[config.mk]
export PLATFORM = sky130hd
export DESIGN_NAME = cs_address_sequencer
export DESIGN_NICKNAME = d
export VERILOG_FILES = /design/src/rtl/cs_address_sequencer.sv
export SDC_FILE = /design/constraint.sdc
export NUM_CORES = 1
export LEC_CHECK = 0
export BUFFER_PORTS_ARGS = -buffer_cell sky130_fd_sc_hd__buf_2
export CAP_MARGIN = 25
export CORE_MARGIN = 1
export CORE_UTILIZATION = 46
export DETAILED_ROUTE_END_ITERATION = 10
export GPL_TIMING_DRIVEN = 0
export PLACE_DENSITY = 0.76
export SLEW_MARGIN = 20
export SYNTH_ARGS = -nofsm -noshare
export SYNTH_HDL_FRONTEND = slang
export SYNTH_SLANG_ARGS = --single-unit
[constraint.sdc]
create_clock -name CS_ADDRESS_SEQUENCER_CLOCK_50 -period 1.9 [get_ports CS_ADDRESS_SEQUENCER_CLOCK_50]
set_input_delay 0.285 -clock CS_ADDRESS_SEQUENCER_CLOCK_50 [delete_from_list [all_inputs] [get_ports CS_ADDRESS_SEQUENCER_CLOCK_50]]
set_output_delay 0.285 -clock CS_ADDRESS_SEQUENCER_CLOCK_50 [all_outputs]
set_load 0.03 [all_outputs]
[src/rtl/cs_address_sequencer.sv]
// Control-store address sequencer: registered micro-PC plus the n,z,v,c
// condition-code register, selecting increment, conditional jump or decode.
module cs_address_sequencer #(
  parameter int DATAWIDTH_JUMPADDRESS = 11,
  parameter int DATAWIDTH_CONDITION   = 3,
  parameter int DATAWIDTH_FLAGS       = 4
) (
  input  logic                             CS_ADDRESS_SEQUENCER_CLOCK_50,
  input  logic                             CS_ADDRESS_SEQUENCER_ResetInHigh_In,
  input  logic [DATAWIDTH_CONDITION-1:0]   CS_ADDRESS_SEQUENCER_Condition_InBus,
  input  logic [DATAWIDTH_JUMPADDRESS-1:0] CS_ADDRESS_SEQUENCER_JumpAddress_InBus,
  input  logic [DATAWIDTH_FLAGS-1:0]       CS_ADDRESS_SEQUENCER_ALUFlags_InBus,
  input  logic                             CS_ADDRESS_SEQUENCER_FlagLoad_In,
  input  logic [1:0]                       CS_ADDRESS_SEQUENCER_IROp_InBus,
  input  logic [5:0]                       CS_ADDRESS_SEQUENCER_IROp3_InBus,
  input  logic                             CS_ADDRESS_SEQUENCER_IR13_In,
  input  logic                             CS_ADDRESS_SEQUENCER_Stall_In,
  output logic [DATAWIDTH_JUMPADDRESS-1:0] CS_ADDRESS_SEQUENCER_CSAddress_OutBus,
  output logic [DATAWIDTH_FLAGS-1:0]       CS_ADDRESS_SEQUENCER_Flags_OutBus,
  output logic                             CS_ADDRESS_SEQUENCER_BranchTaken_Out
);

  typedef enum logic [2:0] {
    SEL_INC    = 3'b000,
    SEL_N      = 3'b001,
    SEL_Z      = 3'b010,
    SEL_V      = 3'b011,
    SEL_C      = 3'b100,
    SEL_IR13   = 3'b101,
    SEL_JUMP   = 3'b110,
    SEL_DECODE = 3'b111
  } sel_e;

  logic [DATAWIDTH_JUMPADDRESS-1:0] addr_q, addr_d;
  logic [DATAWIDTH_FLAGS-1:0]       flags_q, flags_d;
  logic                             br_q, br_d;
  logic                             flag_n, flag_z, flag_v, flag_c;
  sel_e                             sel;

  assign sel = sel_e'(CS_ADDRESS_SEQUENCER_Condition_InBus);
  // Branch conditions always look at the registered flags, never the ALU bus.
  assign {flag_n, flag_z, flag_v, flag_c} = flags_q;

  always_comb begin
    br_d   = 1'b0;
    addr_d = addr_q + 1'b1;
    case (sel)
      SEL_INC:    br_d = 1'b0;
      SEL_N:      br_d = flag_n;
      SEL_Z:      br_d = flag_z;
      SEL_V:      br_d = flag_v;
      SEL_C:      br_d = flag_c;
      SEL_IR13:   br_d = CS_ADDRESS_SEQUENCER_IR13_In;
      SEL_JUMP:   br_d = 1'b1;
      SEL_DECODE: br_d = 1'b1;
      default:    br_d = 1'b0;
    endcase
    if (sel == SEL_DECODE)
      addr_d = {1'b1, CS_ADDRESS_SEQUENCER_IROp_InBus,
                CS_ADDRESS_SEQUENCER_IROp3_InBus, 2'b00};
    else if (br_d)
      addr_d = CS_ADDRESS_SEQUENCER_JumpAddress_InBus;

    flags_d = flags_q;
    if (CS_ADDRESS_SEQUENCER_FlagLoad_In)
      flags_d = CS_ADDRESS_SEQUENCER_ALUFlags_InBus;
  end

  always_ff @(posedge CS_ADDRESS_SEQUENCER_CLOCK_50 or posedge CS_ADDRESS_SEQUENCER_ResetInHigh_In) begin
    if (CS_ADDRESS_SEQUENCER_ResetInHigh_In) begin
      addr_q  <= '0;
      flags_q <= '0;
      br_q    <= 1'b0;
    end else if (!CS_ADDRESS_SEQUENCER_Stall_In) begin
      addr_q  <= addr_d;
      flags_q <= flags_d;
      br_q    <= br_d;
    end
  end

  assign CS_ADDRESS_SEQUENCER_CSAddress_OutBus = addr_q;
  assign CS_ADDRESS_SEQUENCER_Flags_OutBus     = flags_q;
  assign CS_ADDRESS_SEQUENCER_BranchTaken_Out  = br_q;

endmodule
### Yosys cells after proc, flatten, opt, wreduce, memory -nomap -nowiden

Cells that the tools add are included.
Widths: inputs -> output; s select.

| storage, ports and cells | value |
|---|---|
| bits in registers | 16 |
| latch bits | 0 |
| bits in writable memories | 0 |
| ROM bits | 0 |
| bits of input ports | 31 |
| logic and storage cells | 18 |
| memories | 0 |

| operators by class | value |
|---|---|
| $add $sub $neg | 1 |
| $mul | 0 |
| div/mod/pow operators | 0 |
| order comparisons | 0 |
| equality and inequality tests | 7 |
| shift-type cells | 0 |
| mux-type cells | 3 |
| bitwise logic cells | 1 |
| reduce and logical (&&, ||, !) cells | 3 |

Operators by type and width:

| kind | number |
|---|---|
| $mux 11 | 2 |
| $eq 3x3->1 const B | 4 |
| $add 11x1->11 const B | 1 |
| $pmux 1 s7 | 1 |
| $eq 3x2->1 const B | 2 |
| $eq 3x1->1 const B | 1 |
| $logic_not 3->1 | 1 |
| $reduce_and 2->1 | 1 |
| $reduce_or 2->1 | 1 |
| $not 1->1 | 1 |

### Logic depth before layout (Yosys ltp)

Gate-level depths: netlist of the first run.

| depth | value |
|---|---|
| depth in word-level cells | 5 |
| depth in mapped cells | 6 |
| gate-level depth less buffers | 6 |

### Worst setup path before layout of the first run

Ideal clock, no wire load.

| path | value |
|---|---|
| kind | register to register |
| start point | register addr_q[2] (netlist: CS_ADDRESS_SEQUENCER_CSAddress_OutBus[2]) |
| end point | register addr_q[9] (netlist: CS_ADDRESS_SEQUENCER_CSAddress_OutBus[9]) |
| library setup time | 0.104 ns |
| data arrival time | 1.616 ns |
| data required time | 1.796 ns |
| setup slack | 0.180 ns |
| stages on the path, launching flop included | 7 |
| path buffers | 1 |
| clock period less this slack | 1.720 ns |
| path through | dfrtp_1 > clkbuf_1 > nand3_1 > nor3_1 > xnor2_1 > mux2i_1 > a221oi_1 |

| between the ends | value |
|---|---|
| longest elaborated chain between the ends | 3 |

RTL lines:

| item | line | RTL |
|---|---|---|
| start, declared | 34 | `logic [DATAWIDTH_JUMPADDRESS-1:0] addr_q, addr_d;` |
| start signal, assigned | 75 | `addr_q <= addr_d;` |
| $add 11x1->11 | 46 | `addr_d = addr_q + 1'b1;` |
| $mux 11 | 61 | `else if (br_d)` |
| $mux 11 | 58 | `if (sel == SEL_DECODE)` |

Every way passes these cells.
A chain may end at the register's enable or synchronous reset.

### Worst setup path after layout of the first run

Same ends and word-level chain as after synthesis.

==> results of run 1 <==
[area by class of cell]
type | instances | area, sq um
Fill cell | 188 | 697
Multi-Input combinational cell | 82 | 579
Sequential cell | 16 | 400
Timing Repair Buffer | 46 | 230
Clock buffer | 4 | 36.3
Tap cell | 27 | 33.8
Buffer | 6 | 30.0
Inverter | 4 | 15.0
[cell families (layout without fill, tap and decap cells)]
family	after synthesis	after routing	synth area share (%)
AOI/OAI and AO/OA	16	16	13.9
muxes	15	15	15.6
and+or+nand+nor	42	42	18.9
xor gates and xnor gates	8	8	6.84
adders and majority gates	1	1	1.22
buffers and inverters	10	60	4.39
DFF	16	16	39.1
[worst max-delay path, stage by stage, from the launching register on]
cell and delay [ns]:
dfrtp_1 0.35, clkbuf_1 0.25, nand3_1 0.22, nor3_1 0.29
xnor2_1 0.14, mux2i_1 0.08, a221oi_1 0.27
[cells in the final DEF (no fill, tap or decap), types with 2 or more instances in the layout]
master    Yosys  final
a221oi_1      2      2
mux2_2        4      4
nand2_1      19     19
nor2_1        4      4
o221ai_1      7      7
nor3_1        4      4
xnor2_1       4      4
o21ai_0       2      2
and3_1        2      2
inv_1         4      4
nand3_1       6      6
buf_2         0     46
xor2_1        4      4
clkbuf_4      0      3
dfrtp_1      16     16
clkbuf_1      4      4
mux2i_1      10     10
nor2b_1       2      2
[state kept, by name (all words and copies together) (netlist names)]
name                                   flops
CS_ADDRESS_SEQUENCER_BranchTaken_Out       1
CS_ADDRESS_SEQUENCER_Flags_OutBus          4
CS_ADDRESS_SEQUENCER_CSAddress_OutBus     11
[path summary, 6_finish.rpt]
path | startpoint | end | slack (ns) | cells past startpoint
hold reg to reg | CS_ADDRESS_SEQUENCER_BranchTaken_Out | CS_ADDRESS_SEQUENCER_BranchTaken_Out | 0.50 | 2
max in group asynchronous | CS_ADDRESS_SEQUENCER_ResetInHigh_In | CS_ADDRESS_SEQUENCER_CSAddress_OutBus[9] | 1.44 | 2
setup / recovery | CS_ADDRESS_SEQUENCER_CSAddress_OutBus[2] | CS_ADDRESS_SEQUENCER_CSAddress_OutBus[9] | 0.19 | 6
min in group CS_ADDRESS_SEQUENCER_CLOCK_50 | CS_ADDRESS_SEQUENCER_ALUFlags_InBus[3] | CS_ADDRESS_SEQUENCER_Flags_OutBus[3] | 0.21 | 2
setup reg to reg | CS_ADDRESS_SEQUENCER_CSAddress_OutBus[2] | CS_ADDRESS_SEQUENCER_CSAddress_OutBus[9] | 0.19 | 6
hold / removal | CS_ADDRESS_SEQUENCER_ResetInHigh_In | CS_ADDRESS_SEQUENCER_CSAddress_OutBus[5] | 0.05 | 2
[through the flow]
stage / setup WS (ns) / hold slack [ns]
3_5_place_dp: 0.160 / 0.396
6_report: 0.187 / 0.0523
2_1_floorplan: 0.180 / 0.199
3_3_place_gp: 0.187 / 0.393
5_1_grt: 0.00855 / 0.108
4_1_cts: 0.171 / 0.0758
[Yosys cell counts, types with 2 or more instances]
cell / instances / share of area [%]
nand3_1: 6 / 2.9
dfrtp_1: 16 / 39
xnor2_1: 4 / 3.4
o221ai_1: 7 / 6.0
nor2b_1: 2 / 1.2
and3_1: 2 / 1.2
inv_1: 4 / 1.5
nand2_1: 19 / 7.0
xor2_1: 4 / 3.4
nor2_1: 4 / 1.5
a221oi_1: 2 / 1.7
mux2_2: 4 / 4.4
o21ai_0: 2 / 0.98
clkbuf_1: 4 / 1.5
mux2i_1: 10 / 9.8
nor3_1: 4 / 2.0
[routing by layer]
layer  wire length, um  GRT usage [%]
met5                 0              0
met3                99           4.05
met1              1150           30.4
met4                14           5.88
met2              1230           36.3
[power by group through the flow]
stage	clock (mW)	sequential, mW	combinational (mW)
detailed placement	0	0.481	0.484
finish	0.241	0.475	0.483
global placement	0	0.478	0.478
floorplan	0	0.603	0.214
CTS	0.239	0.474	0.486
global route	0.252	0.487	0.520
==> flow_summary.json, run 1 <==
{
  "ys_ff_latch": 16,
  "ys_seq_area_share_pct": 39.1,
  "grt_pass1_wl_um": 4140,
  "drt_wl_total_um": 2500,
  "criticalPathCategory": "reg2reg",
  "synth_ff_type": "dfrtp_1",
  "drt_iter0_drc": 19,
  "cts_made_buffers": 3,
  "finalCritPeriodShare_pct": 90.2,
  "postSynthCellCount": 108,
  "p_sw_mw": 0.488,
  "rsz0062_at_grt": "false",
  "fin_area_sq_mm": 0.00133,
  "dp.cells": 181,
  "synth_async_sr_flop_share_pct": 100,
  "end_kind": "flip-flop",
  "cp_max_fo": 7,
  "irDropWorstVdd_mv": 0.521,
  "dieArea_sq_mm": 0.00242,
  "synth_warnings": 0,
  "layout-drive-gt1-share_pct": 37.3,
  "hp-class": "in2async",
  "ant_nets": 0,
  "wl_per_cell_um": 13.5,
  "coreArea_sq_mm": 0.00202,
  "htreeDepth": 1,
  "fin_setup_tns_ns": 0,
  "p_comb_share_pct": 40.3,
  "antenna_cells": 0,
  "drc_errors": 0,
  "dieHeight_um": 49.2,
  "dp_hpwl_um": 1850,
  "total_power_mw": 1.20,
  "avgSynthCellArea_sq_um": 9.49,
  "cts_tree": "done",
  "clk_pin_slew_worst_paths_ns": 0.11,
  "cts_setup_buffers": 0,
  "viasPerCell": 5.34,
  "synth_edf_count": 0,
  "p_per_area_mw_per_mm2": 905,
  "syn_area_sq_mm": 0.00102,
  "setup_viol": 0,
  "drv_cap": 0,
  "place.gp.congestion": 0.841,
  "critical_path_required_ns": 2.10,
  "grt_max_degree": 17,
  "finalHoldViolations": 0,
  "first_global_vias": 940,
  "cts-hold-fix-buffers": 0,
  "seqPwrFrac_pct": 39.6,
  "dr.pass1.iters": 4,
  "area_growth_pct": 29.3,
  "fin_crit_ns": 1.71,
  "worst_pin_slew_ns": 0.640,
  "cts_buffer_depth": 2,
  "p_int_mw": 0.711,
  "arrival_ns": 1.91,
  "fin_nets": 191,
  "grt_use_total_pct": 22.4,
  "antenna_found_initial": 0,
  "fp-row-count": 16,
  "clock_skew_ns": 0.00182,
  "leakagePower_nw": 0.649,
  "cts_sinks": 16,
  "instances_no_fill": 185,
  "status": "finished, final reports clean",
  "cp-start-kind": "flip-flop",
  "io_buffers": 46,
  "root_buffer": "clkbuf_4",
  "ioPinCount": 47,
  "slew_headroom_pct": 57.3,
  "post_cts_resize_count": 0,
  "grt.overflow.total": 0,
  "p_clk_share_pct": 20.1,
  "dpl-instance-area_sq_mm": 0.00129,
  "final_util_pct": 65.5,
  "p_sw_share_pct": 40.7,
  "finalMaxSlewViolations": 0,
  "clk_latency_ns": 0.29,
  "synth_nets": 140,
  "vias": 987,
  "fmax_mhz": 584,
  "synth.distinct_cells": 30,
  "start_util_pct": 50.7,
  "die_w_um": 49.2
}
(Power assumes the default switching activity.)
==> run 2, diff against run 1 <==
--- a/config.mk
+++ b/config.mk
@@ -10,6 +10,6 @@
 export CORE_MARGIN = 1
-export CORE_UTILIZATION = 46
+export CORE_UTILIZATION = 49
 export DETAILED_ROUTE_END_ITERATION = 10
 export GPL_TIMING_DRIVEN = 0
-export PLACE_DENSITY = 0.76
+export PLACE_DENSITY = 0.8
 export SLEW_MARGIN = 20
==> constraint.sdc (replaced) <==
create_clock -name CS_ADDRESS_SEQUENCER_CLOCK_50 -period 2.1 [get_ports CS_ADDRESS_SEQUENCER_CLOCK_50]
set_input_delay 0.42 -clock CS_ADDRESS_SEQUENCER_CLOCK_50 [delete_from_list [all_inputs] [get_ports CS_ADDRESS_SEQUENCER_CLOCK_50]]
set_output_delay 0.42 -clock CS_ADDRESS_SEQUENCER_CLOCK_50 [all_outputs]
set_load 0.03 [all_outputs]
==> flow_summary.json, run 2 (same netlist as run 1, synthesis figures left out) <==
{
  "final-seq-area_sq_um": 400,
  "final_util_pct": 67.5,
  "finalMaxSlewViolations": 0,
  "area_growth_pct": 29.3,
  "finalCritPeriodShare_pct": 85.8,
  "vias": 1029,
  "drt_iter0_drc": 29,
  "antenna_cells": 0,
  "die_w_um": 47.7,
  "end_kind": "flip-flop",
  "hp-class": "in2async",
  "cts_tree": "done",
  "fin_crit_ns": 1.80,
  "dp_hpwl_um": 2030,
  "cp-start-kind": "flip-flop",
  "ioPinCount": 47,
  "arrival_ns": 2.01,
  "dpl-instance-area_sq_mm": 0.00129,
  "drv_cap": 0,
  "clk_pin_slew_worst_paths_ns": 0.10,
  "fp-row-count": 16,
  "multi_input_area_sq_um": 579,
  "io_buffers": 46,
  "root_buffer": "clkbuf_4",
  "timing.rr.start": "CS_ADDRESS_SEQUENCER_CSAddress_OutBus[2]",
  "cts_made_buffers": 3,
  "ant_nets": 0,
  "antenna_found_initial": 0,
  "layout-drive-gt1-share_pct": 37.3,
  "start_util_pct": 52.2,
  "criticalPathCategory": "reg2reg",
  "dieArea_sq_mm": 0.00228,
  "setup_ws_ns": 0.298,
  "cp_max_fo": 7,
  "first_global_vias": 904,
  "dp_slack_ns": 0.189,
  "cts_setup_buffers": 0,
  "fin_setup_tns_ns": 0,
  "dieHeight_um": 47.7,
  "post_cts_resize_count": 0,
  "drt_wl_total_um": 2730,
  "setup_viol": 0,
  "coreArea_sq_mm": 0.00196,
  "fmax_mhz": 555,
  "clock_skew_ns": 0.00157,
  "largest_reg_flops": 11,
  "total_power_mw": 1.10,
  "cts_sinks": 16,
  "fin_area_sq_mm": 0.00133,
  "fill_cells": 180,
  "place.gp.congestion": 0.799,
  "clk_latency_ns": 0.30,
  "cts_buffer_depth": 2,
  "irDropWorstVdd_mv": 0.605,
  "fin_nets": 191,
  "worst-r2r-setup-slack_ns": 0.30,
  "grt_use_total_pct": 24.8,
  "slew_headroom_pct": 56.0,
  "grt.overflow.total": 0,
  "dr.pass1.iters": 4,
  "leakagePower_nw": 0.649,
  "rsz0062_at_grt": "false",
  "worst_pin_slew_ns": 0.659,
  "drc_errors": 0,
  "grt_max_degree": 17,
  "status": "finished, final reports clean",
  "cts-hold-fix-buffers": 0,
  "grt_pass1_wl_um": 3870,
  "wl_per_cell_um": 14.7,
  "r2r-end": "CS_ADDRESS_SEQUENCER_CSAddress_OutBus[9]",
  "final_common_cell": "buf_2",
  "final_cell_mix": "buf_2, nand2_1, dfrtp_1",
  "viasPerCell": 5.56,
  "p_per_area_mw_per_mm2": 830,
  "finalHoldViolations": 0,
  "htreeDepth": 1,
  "r2r_cells": 6,
  "critical_path_required_ns": 2.31
}
[run 2: cell counts in the layout (fill, tap and decap cells not counted)]
Identical to the previous run, type by type.
[run 2: layer usage]
metal / GRT usage (%) / share of wire (%) / wire (um)
met1: 31.9 / 43 / 1180
met2: 41.4 / 50 / 1360
met3: 3.02 / 5.2 / 143
met4: 11.1 / 1.5 / 41
met5: 0 / 0 / 0
[run 2: area by class of cell]
type	instances	share of cell area, %
clock buffers	4	2.74
multi-input cells	82	43.7
plain buffers	6	2.27
well taps	27	2.55
inverters	4	1.13
repair buffers	46	17.4
flip-flops and latches	16	30.2
[run 2: worst max-delay path by stage]
stage	start	end	slack (ns)	depth (start not counted)
floorplan	CS_ADDRESS_SEQUENCER_CSAddress_OutBus[2]	CS_ADDRESS_SEQUENCER_CSAddress_OutBus[9]	0.38	6
global placement	CS_ADDRESS_SEQUENCER_Condition_InBus[0]	CS_ADDRESS_SEQUENCER_CSAddress_OutBus[6]	0.24	7
detailed placement	CS_ADDRESS_SEQUENCER_Condition_InBus[0]	CS_ADDRESS_SEQUENCER_CSAddress_OutBus[4]	0.19	7
CTS	CS_ADDRESS_SEQUENCER_CSAddress_OutBus[2]	CS_ADDRESS_SEQUENCER_CSAddress_OutBus[9]	0.31	6
global route	CS_ADDRESS_SEQUENCER_CSAddress_OutBus[2]	CS_ADDRESS_SEQUENCER_CSAddress_OutBus[9]	0.17	6
finish	CS_ADDRESS_SEQUENCER_CSAddress_OutBus[2]	CS_ADDRESS_SEQUENCER_CSAddress_OutBus[9]	0.30	6
[run 2: power breakdown]
group / switching, mW / internal [mW] / leakage (nW)
clock: 0.112 / 0.106 / 0.0210
combinational: 0.277 / 0.172 / 0.435
sequential: 0.0668 / 0.366 / 0.193
[run 2: through the flow]
step	cells	hold WS, ns
2_1_floorplan	108	0.334
3_3_place_gp	181	0.468
3_5_place_dp	181	0.467
4_1_cts	185	0.204
5_1_grt	185	0.240
6_report	185	0.191
[run 2: critical path, cell delays in order (launching register included)]
cell and delay [ns]:
dfrtp_1 0.37, clkbuf_1 0.31, nand3_1 0.24, nor3_1 0.30, xnor2_1 0.15, mux2i_1 0.09
a221oi_1 0.26
